File: src/rtl/fpcvt_arbiter_if.sv
// Request/response bundle for fpcvt_arbiter: two valid/ready operand ports and one tagged result port.
// master = producer/consumer side, slave = arbiter side.
interface fpcvt_arbiter_if;
  localparam int unsigned DW  = 12;
  localparam int unsigned IDW = 1;
  localparam int unsigned EW  = 3;
  localparam int unsigned FW  = 4;

  logic           req0_valid;
  logic [DW-1:0]  req0_data;
  logic           req0_ready;
  logic           req1_valid;
  logic [DW-1:0]  req1_data;
  logic           req1_ready;
  logic           rsp_valid;
  logic           rsp_ready;
  logic [IDW-1:0] rsp_id;
  logic           rsp_s;
  logic [EW-1:0]  rsp_e;
  logic [FW-1:0]  rsp_f;

  modport master (
    output req0_valid, req0_data, req1_valid, req1_data, rsp_ready,
    input  req0_ready, req1_ready, rsp_valid, rsp_id, rsp_s, rsp_e, rsp_f
  );

  modport slave (
    input  req0_valid, req0_data, req1_valid, req1_data, rsp_ready,
    output req0_ready, req1_ready, rsp_valid, rsp_id, rsp_s, rsp_e, rsp_f
  );
endinterface

File: src/rtl/fpcvt_arbiter.sv
// Round-robin share of one 12-bit two's-complement -> S/E[2:0]/F[3:0] converter between two requesters.
// Optional per-requester accept counters (cnt0/cnt1) when FPCVT_ARB_STATS_EN is defined.
module fpcvt_arbiter #(
  localparam int unsigned DW  = 12,
  localparam int unsigned IDW = 1,
  localparam int unsigned CW  = 16
) (
  input  logic            clk,
  input  logic            rst_n,
  fpcvt_arbiter_if.slave  bus
`ifdef FPCVT_ARB_STATS_EN
  ,
  output logic [CW-1:0]   cnt0,
  output logic [CW-1:0]   cnt1
`endif
);

  localparam int unsigned MW = DW - 1;

  typedef enum logic [1:0] {IDLE, CVT, HOLD} state_t;

  state_t         state, state_nxt;
  logic           prio;
  logic [DW-1:0]  opnd;
  logic [IDW-1:0] tag;
  logic           gnt_vld;
  logic [IDW-1:0] gnt_id;

  logic [MW-1:0]  mag;
  logic [3:0]     lead;
  logic [3:0]     sh;
  logic           rnd;
  logic [4:0]     sum;
  logic [3:0]     e_w;
  logic           cvt_s;
  logic [2:0]     cvt_e;
  logic [3:0]     cvt_f;

  // State register
  always_ff @(posedge clk or negedge rst_n) begin
    if (!rst_n) state <= IDLE;
    else        state <= state_nxt;
  end

  // Next-state logic
  always_comb begin
    state_nxt = state;
    case (state)
      IDLE:    if (gnt_vld) state_nxt = CVT;
      CVT:     state_nxt = HOLD;
      HOLD:    if (bus.rsp_ready) state_nxt = IDLE;
      default: state_nxt = IDLE;
    endcase
  end

  // Grant and ready decode; ready is only ever offered in IDLE
  always_comb begin
    gnt_vld        = 1'b0;
    gnt_id         = prio;
    bus.req0_ready = 1'b0;
    bus.req1_ready = 1'b0;
    if (state == IDLE) begin
      if (bus.req0_valid && bus.req1_valid) begin
        gnt_vld = 1'b1;
        gnt_id  = prio;
      end else if (bus.req0_valid) begin
        gnt_vld = 1'b1;
        gnt_id  = 1'b0;
      end else if (bus.req1_valid) begin
        gnt_vld = 1'b1;
        gnt_id  = 1'b1;
      end
      bus.req0_ready = gnt_vld && (gnt_id == 1'b0);
      bus.req1_ready = gnt_vld && (gnt_id == 1'b1);
    end
  end

  // Converter: sign-magnitude, round half-up on the first dropped bit, saturate at E=7/F=15
  always_comb begin
    mag   = '0;
    lead  = '0;
    sh    = '0;
    rnd   = 1'b0;
    sum   = '0;
    e_w   = '0;
    cvt_f = '0;
    cvt_s = opnd[DW-1];
    if (opnd == {1'b1, {(DW-1){1'b0}}}) mag = '1;
    else if (opnd[DW-1])                mag = MW'(-opnd);
    else                                mag = opnd[MW-1:0];
    for (int i = 0; i < MW; i++) begin
      if (mag[i]) lead = 4'(i);
    end
    if (lead <= 4'd3) begin
      cvt_f = mag[3:0];
    end else begin
      sh    = lead - 4'd3;
      cvt_f = 4'(mag >> sh);
      rnd   = mag[sh - 4'd1];
      sum   = {1'b0, cvt_f} + {4'b0000, rnd};
      if (sum[4]) begin
        e_w   = sh + 4'd1;
        cvt_f = 4'd8;
      end else begin
        e_w   = sh;
        cvt_f = sum[3:0];
      end
    end
    if (e_w > 4'd7) begin
      e_w   = 4'd7;
      cvt_f = 4'd15;
    end
    cvt_e = e_w[2:0];
  end

  // Operand capture, round-robin pointer and registered result
  always_ff @(posedge clk or negedge rst_n) begin
    if (!rst_n) begin
      opnd          <= '0;
      tag           <= '0;
      prio          <= 1'b0;
      bus.rsp_valid <= 1'b0;
      bus.rsp_id    <= '0;
      bus.rsp_s     <= 1'b0;
      bus.rsp_e     <= '0;
      bus.rsp_f     <= '0;
    end else begin
      if (gnt_vld) begin
        opnd <= (gnt_id == 1'b1) ? bus.req1_data : bus.req0_data;
        tag  <= gnt_id;
        prio <= ~gnt_id;
      end
      if (state == CVT) begin
        bus.rsp_valid <= 1'b1;
        bus.rsp_id    <= tag;
        bus.rsp_s     <= cvt_s;
        bus.rsp_e     <= cvt_e;
        bus.rsp_f     <= cvt_f;
      end else if (state == HOLD && bus.rsp_ready) begin
        bus.rsp_valid <= 1'b0;
      end
    end
  end

`ifdef FPCVT_ARB_STATS_EN
  // Accepted-request counters, free-running with wrap
  always_ff @(posedge clk or negedge rst_n) begin
    if (!rst_n) begin
      cnt0 <= '0;
      cnt1 <= '0;
    end else begin
      if (bus.req0_valid && bus.req0_ready) cnt0 <= cnt0 + CW'(1);
      if (bus.req1_valid && bus.req1_ready) cnt1 <= cnt1 + CW'(1);
    end
  end
`endif

endmodule

File: src/flat_wrapper.sv
// flat-port wrapper written by rule: the top's interface ports become plain ports
module fpcvt_arbiter_flat 
#(
  localparam int unsigned DW  = 12,
  localparam int unsigned IDW = 1,
  localparam int unsigned CW  = 16
)
  (clk, rst_n, bus_req0_valid, bus_req0_data, bus_req1_valid, bus_req1_data, bus_rsp_ready, bus_req0_ready, bus_req1_ready, bus_rsp_valid, bus_rsp_id, bus_rsp_s, bus_rsp_e, bus_rsp_f);
  fpcvt_arbiter_if bus_i ();
  input  logic clk;
  input  logic rst_n;
  input wire logic [$bits(bus_i.req0_valid)-1:0] bus_req0_valid;
  input wire logic [$bits(bus_i.req0_data)-1:0] bus_req0_data;
  input wire logic [$bits(bus_i.req1_valid)-1:0] bus_req1_valid;
  input wire logic [$bits(bus_i.req1_data)-1:0] bus_req1_data;
  input wire logic [$bits(bus_i.rsp_ready)-1:0] bus_rsp_ready;
  output wire logic [$bits(bus_i.req0_ready)-1:0] bus_req0_ready;
  output wire logic [$bits(bus_i.req1_ready)-1:0] bus_req1_ready;
  output wire logic [$bits(bus_i.rsp_valid)-1:0] bus_rsp_valid;
  output wire logic [$bits(bus_i.rsp_id)-1:0] bus_rsp_id;
  output wire logic [$bits(bus_i.rsp_s)-1:0] bus_rsp_s;
  output wire logic [$bits(bus_i.rsp_e)-1:0] bus_rsp_e;
  output wire logic [$bits(bus_i.rsp_f)-1:0] bus_rsp_f;
  assign bus_i.req0_valid = bus_req0_valid;
  assign bus_i.req0_data = bus_req0_data;
  assign bus_i.req1_valid = bus_req1_valid;
  assign bus_i.req1_data = bus_req1_data;
  assign bus_i.rsp_ready = bus_rsp_ready;
  assign bus_req0_ready = bus_i.req0_ready;
  assign bus_req1_ready = bus_i.req1_ready;
  assign bus_rsp_valid = bus_i.rsp_valid;
  assign bus_rsp_id = bus_i.rsp_id;
  assign bus_rsp_s = bus_i.rsp_s;
  assign bus_rsp_e = bus_i.rsp_e;
  assign bus_rsp_f = bus_i.rsp_f;
  fpcvt_arbiter u_core (.clk(clk), .rst_n(rst_n), .bus(bus_i));
endmodule
File: config.mk
export PLATFORM = sky130hd
export DESIGN_NAME = fpcvt_arbiter_flat
export DESIGN_NICKNAME = d
export VERILOG_FILES = /design/src/rtl/fpcvt_arbiter_if.sv /design/src/rtl/fpcvt_arbiter.sv /design/src/flat_wrapper.sv
export SDC_FILE = /design/constraint.sdc
export NUM_CORES = 1
export LEC_CHECK = 0
export CAP_MARGIN = 25
export CORE_MARGIN = 2
export CORE_UTILIZATION = 53
export CTS_BUF_LIST = sky130_fd_sc_hd__clkbuf_8 sky130_fd_sc_hd__clkbuf_16
export DETAILED_ROUTE_END_ITERATION = 8
export GPL_ROUTABILITY_DRIVEN = 1
export PLACE_DENSITY = 0.78
export REMOVE_ABC_BUFFERS = 1
export SETUP_SLACK_MARGIN = 0.15
export SYNTH_ARGS = -nofsm -noshare
export SYNTH_HDL_FRONTEND = slang
export SYNTH_SLANG_ARGS = --single-unit
File: constraint.sdc
create_clock -name clk -period 10.2 [get_ports clk]
set_input_delay 2.04 -clock clk [delete_from_list [all_inputs] [get_ports clk]]
set_output_delay 2.04 -clock clk [all_outputs]
set_load 0.02 [all_outputs]
; Yosys cells after proc, flatten, opt, wreduce, memory -nomap -nowiden
; Cells that the tools add are included.
[word_totals]
word_cells = 70
in_bits = 29
output_inout_bits = 12
register_bits = 26
[classes]
magnitude_cmp = 3
n_bitwise = 2
n_eq_ne = 5
mux = 38
n_reduce_logical = 7
add_sub_neg = 5
n_shift = 1
[ops]
columns = cell, n
row1 = $mux W4, 8
row2 = $mux W11, 2
row3 = $mux W1, 16
row4 = $mux W3, 5
row5 = $eq A12 B12 Y1 const B, 1
row6 = $mux W12, 1
row7 = $neg A11 Y11, 1
row8 = $shr A11 B4 Y4, 1
row9 = $mux W2, 4
row10 = $pmux W2 S3, 1
row11 = $add A4 B1 Y5, 1
row12 = $lt A4 B5 Y1 const B, 1
row13 = $add A4 B1 Y4 const B, 1
row14 = $bmux W1 S4, 1
row15 = $gt A4 B3 Y1 const B, 1
row16 = $le A4 B2 Y1 const B, 1
row17 = $logic_and A1 B1 Y1, 4
row18 = $sub A4 B1 Y4 const B, 1
row19 = $sub A4 B2 Y4 const B, 1
row20 = $eq A2 B1 Y1 const B, 1
row21 = $eq A2 B2 Y1 const B, 1
row22 = $logic_not A2 Y1, 1
row23 = $ne A2 B1 Y1 const B, 1
row24 = $ne A2 B2 Y1 const B, 1
row25 = other kinds (3), 4

; Depth between registers and ports, before layout
[depth]
word_depth = 22
mapped_depth = 26

; Worst setup path before layout
; OpenSTA, ideal clock, no wires.
[synth_timing]
path_type = in2out
startpoint = in bus_req0_valid
endpoint = out bus_req1_ready
path_buffers = 1
t_arrival_ns = 2.830
stages = 4
path_slack_ns = 5.330
required_time_ns = 8.160
path_cell_list = inv_1 > o21ai_0 > nor3_1 > clkbuf_1
[synth_between]
elab_chain_len = 5
elab_cells_between_ends = 9
[synth_rtl]
columns = element, line
row1 = from (decl), flat_wrapper.sv:12  ; input wire logic [$bits(bus_i.req0_valid)-1:0] bus_req0_valid;
row2 = $mux W1 or $logic_and A1 B1 Y1 (tied branches), "fpcvt_arbiter.sv:66, fpcvt_arbiter.sv:63"
row3 = $mux W1, fpcvt_arbiter.sv:63  ; if (bus.req0_valid && bus.req1_valid) begin
row4 = $mux W1, fpcvt_arbiter.sv:62  ; if (state == IDLE) begin
row5 = $logic_and A1 B1 Y1 *, fpcvt_arbiter.sv:74  ; bus.req1_ready = gnt_vld && (gnt_id == 1'b1);
row6 = $mux W1 *, fpcvt_arbiter.sv:62
row7 = to (decl), flat_wrapper.sv:18  ; output wire logic [$bits(bus_i.req1_ready)-1:0] bus_req1_ready;
; Every way passes the cells marked *; elsewhere a longest branch is shown, timed or not. The select of a mux whose other input is x is not followed.

; Final worst setup path
[layout_timing]
startpoint = in bus_req0_valid
endpoint = out bus_req0_ready
[layout_between]
elab_chain_len = 6
elab_cells_between_ends = 10
[layout_rtl]
columns = element, line
row1 = $mux W1 or $logic_and A1 B1 Y1 (tied branches), "fpcvt_arbiter.sv:66, fpcvt_arbiter.sv:63"
row2 = $mux W1, fpcvt_arbiter.sv:63
row3 = $mux W1, fpcvt_arbiter.sv:62
row4 = $not A1 Y1, fpcvt_arbiter.sv:73  ; bus.req0_ready = gnt_vld && (gnt_id == 1'b0);
row5 = $logic_and A1 B1 Y1 *, fpcvt_arbiter.sv:73
row6 = $mux W1 *, fpcvt_arbiter.sv:62
row7 = to (decl), flat_wrapper.sv:17  ; output wire logic [$bits(bus_i.req0_ready)-1:0] bus_req0_ready;
; Marked as above.

==> results.md <==
- Number of sinks handled by clock tree synthesis: 26
- Total global routing overflow: 0
- Syn Area/Cell: just over 8 µm²
- Number of hold-repair buffers added at the cts stage: 0
- Yosys warning count: 0
- Standard-cell row count: 24
- Count of placed standard cells including taps: ~380
- Data required time at the worst endpoint: 8.16 ns
- Die boundary width: between 70 and 80 µm
- Count of instances resized after the clock tree is built: 0
- Cell count after synthesis: 304
- Area delta synth->final: 18.2%
- Largest net degree at the start of global routing: 27
- Post-DR wirelength/cell: ~16 µm
- Fillcell total: 383
- Async S/R FF share, synth: 1.00
- Die height: a little over 70 µm
- Met3 global-route usage: 0.0333
- Initial antenna violation count: 0
- Post-synthesis mux area share: 0.0470
- Slew HR: 0.333
- Post-route fraction of the period consumed by the critical path: 0.564
- Count of flip-flops with a built-in enable after synthesis: 0
- Cell types occupying the most area after synthesis: sky130_fd_sc_hd__dfrtp_1 (26%), sky130_fd_sc_hd__a222oi_1 (4.4%), sky130_fd_sc_hd__nand2_1 (4.1%)
- Worst-Skew Late Latency: ~0.27 ns
- Result of the run: completed
- Detailed-route wire length: 6.14 mm
- Cell type with the highest aggregate area in the netlist: sky130_fd_sc_hd__dfrtp_1
- Slack of the worst reg-to-reg path: approximately 4.8 ns
- Placed inst area: ~2900 µm²
- Arrival @ worst endpoint: between 3 and 4 ns
- CTS root buffer: sky130_fd_sc_hd__clkbuf_8
- Hold path startpoint: u_core.tag$_DFFE_PN0P_
- Buffers from clock root to sink, at most: 2
- DRT iter0 DRCs: 270
- GP Congestion: between 0.8 and 0.9
- Count of boundary I/O pins: 41
- Yosys top cell area share: 0.263
- Max-Cap Viols: 0
- Setup_tns: 0 ns
- # DRC: 0
- Floorplan die area: 5230 µm²
- Core area: approximately 4400 µm²
- Fraction of layout instances using a drive strength above 1: 0.0973
- Met1 GRT Util: 0.359
- Maximum level of the CTS H-tree: 1
- Clock-pin slew on the worst setup and hold paths: roughly 0.090 ns
- Max Clk Rate: about 170 MHz
- Adder-cell area share of the yosys netlist: 0.0253
- Num CTS Buffers: 3
- Fraction of synthesized cell area in xor and xnor cells: 0.0106
- Length of the first detailed-routing pass in iterations: 7
- Number of flip-flops and latches in the synthesized netlist: 26
- Starting density of the core: 0.561
- Antenna diode count: 0
- Endpoint class of the critical path: output port
- Final count of negative-setup-slack endpoints: 0
- Final critical-path required period: ~5.8 ns
- GR Util All Layers: 0.252
- Worst hold slack across all endpoints: 0.488 ns
- HPWL reported at the end of detailed placement: 4.70 mm
- Startpoint of the worst setup timing path: bus_req0_valid
- Number of max-slew violations in the final report: 0
- Via count of the first global-routing pass: ~2.3k
- Main combinational cell family by area after synthesis: compound AO/OA/AOI/OAI gates
- Synthesized area: between 2000 and 2500 µm²
- Setup repair after global routing missed its margin: false
- Post-CTS Setup Bufs: 0
- # port buffers: 40
- Layout Skew: a little over 0.007 ns
- Actual transition at the worst max-transition pin: 0.994 ns
- Routed via count: between 2k and 2.5k
- Portion of the post-synthesis area used by sequential elements: 0.263
- Min-Delay Path Class: flop to flop
- First-pass GRT wire length: around 11 mm
- Clock tree from TritonCTS: done
- Nets: around 360
- Fraction of met2 tracks used by global routing: 0.416
- Startpoint types: primary input
- Count of unique library cells instantiated by Yosys: 76
- Critical-path maximum fanout: 13
- Share of synthesized cell area in and, or, nand and nor gates: 0.265
- Non-filler instance count after layout: 381
- Reg2reg start: u_core.opnd[1]$_DFFE_PN0P_
- Detail-routed via count per cell: between 6 and 7
- Final cell area excluding filler cells: between 2000 and 3000 µm²
- Main flop type after synthesis: sky130_fd_sc_hd__dfrtp_1
- Busiest grt layer: met2
- Final Hold Violating Endpoints: 0
- Fraction of the mapped netlist area in compound gates: 0.311
- Antenna Nets Post-Route: 0
- Classification of the worst setup path: primary input to output port
==> cell usage in the layout (no fill, tap or decap), types with 2 or more instances in the layout <==
cell type	instances
sky130_fd_sc_hd__nor2_1	25
sky130_fd_sc_hd__nor4_1	3
sky130_fd_sc_hd__o211ai_2	2
sky130_fd_sc_hd__a211o_1	2
sky130_fd_sc_hd__a211oi_1	6
sky130_fd_sc_hd__or2_2	2
sky130_fd_sc_hd__ha_1	5
sky130_fd_sc_hd__o21ai_0	17
sky130_fd_sc_hd__o22a_1	2
sky130_fd_sc_hd__clkdlybuf4s50_1	40
sky130_fd_sc_hd__and3_1	4
sky130_fd_sc_hd__inv_1	23
sky130_fd_sc_hd__xnor2_1	2
sky130_fd_sc_hd__o31ai_1	3
sky130_fd_sc_hd__nand3_1	9
sky130_fd_sc_hd__nand4_1	4
sky130_fd_sc_hd__a222oi_1	11
sky130_fd_sc_hd__and2_1	4
sky130_fd_sc_hd__o211ai_1	3
sky130_fd_sc_hd__nor2b_1	2
sky130_fd_sc_hd__a21oi_1	13
sky130_fd_sc_hd__and4_1	2
sky130_fd_sc_hd__mux2_2	3
sky130_fd_sc_hd__nor4b_1	3
sky130_fd_sc_hd__a311oi_1	2
sky130_fd_sc_hd__nor3_1	9
sky130_fd_sc_hd__dfrtp_1	26
sky130_fd_sc_hd__buf_4	2
sky130_fd_sc_hd__a21o_1	5
sky130_fd_sc_hd__o21a_1	4
sky130_fd_sc_hd__o22ai_1	3
sky130_fd_sc_hd__nand2b_1	5
sky130_fd_sc_hd__clkbuf_8	3
sky130_fd_sc_hd__nand2_1	27
sky130_fd_sc_hd__a221o_1	2
sky130_fd_sc_hd__mux2i_1	6
sky130_fd_sc_hd__a31oi_1	5
sky130_fd_sc_hd__or4_1	3
==> Yosys cell counts (6+ instances only) <==
master and n:
sky130_fd_sc_hd__a211oi_1 6, sky130_fd_sc_hd__mux2i_1 6, sky130_fd_sc_hd__clkbuf_1 12, sky130_fd_sc_hd__nor2_1 25, sky130_fd_sc_hd__nor3_1 9, sky130_fd_sc_hd__nand2_1 27
sky130_fd_sc_hd__nand3_1 9, sky130_fd_sc_hd__a222oi_1 11, sky130_fd_sc_hd__a21oi_1 13, sky130_fd_sc_hd__dfrtp_1 26, sky130_fd_sc_hd__o21ai_0 17, sky130_fd_sc_hd__inv_1 23
==> logic make-up (layout without fill, tap and decap cells) <==
| logic type | Yosys count | after routing |
|---|---|---|
| AOI/OAI and AO/OA | 100 | 100 |
| adders and majority gates | 5 | 5 |
| DFF | 26 | 26 |
| xor gates and xnor gates | 3 | 3 |
| and+or+nand+nor | 115 | 115 |
| buffers and inverters | 45 | 70 |
| muxes | 10 | 10 |
==> per-layer routing <==
metal  vias to the layer above  share of wire
met1                      1180           0.46
li1                       1196              -
met2                        77           0.47
met5                         -              0
met3                         4          0.057
met4                         0         0.0088
==> sequential cells by signal, summed over array words and instances (netlist names) <==
register,cells
u_core.opnd,12
u_core.bus.rsp_f,4
u_core.bus.rsp_e,3
u_core.state,2
u_core.bus.rsp_id,1
u_core.bus.rsp_s,1
u_core.bus.rsp_valid,1
u_core.prio,1
u_core.tag,1
==> final cells by class <==
type,instances,area [µm²],area share
Inverter,24,91.3,0.0312
Clock inverter,1,30.0,0.0103
Clock buffer,3,41.3,0.0141
Multi-Input combinational cell,233,1630,0.558
Timing Repair Buffer,42,415,0.142
Sequential cell,26,651,0.222
Tap cell,52,65.1,0.0222
==> worst max-delay path, cell delays in order <==
cell                              delay [ns]
sky130_fd_sc_hd__clkdlybuf4s50_1        0.52
sky130_fd_sc_hd__and3_1                 0.46
sky130_fd_sc_hd__clkdlybuf4s50_1        0.70
==> final timing paths <==
kind / to / cells past startpoint
max: bus_req0_ready / 3
min: u_core.bus.rsp_id$_DFFE_PN0P_ / 2
max reg2reg: u_core.bus.rsp_e[2]$_DFFE_PN0P_ / 21
min reg2reg: u_core.bus.rsp_id$_DFFE_PN0P_ / 2
max in group asynchronous: u_core.opnd[0]$_DFFE_PN0P_ / 2
min in group asynchronous: u_core.opnd[7]$_DFFE_PN0P_ / 2
==> metrics by stage <==
| stage | util | setup WS, ns |
|---|---|---|
| 2_1_floorplan | - | 4.99 |
| 3_3_place_gp | 0.647 | 4.49 |
| 3_5_place_dp | 0.647 | 4.47 |
| 4_1_cts | 0.663 | 4.47 |
| 5_1_grt | 0.663 | 4.36 |
| 6_report | 0.663 | 4.44 |
Power is not shown: default switching activity piles up to over one toggle a cycle in this logic, so the estimate is an artifact.
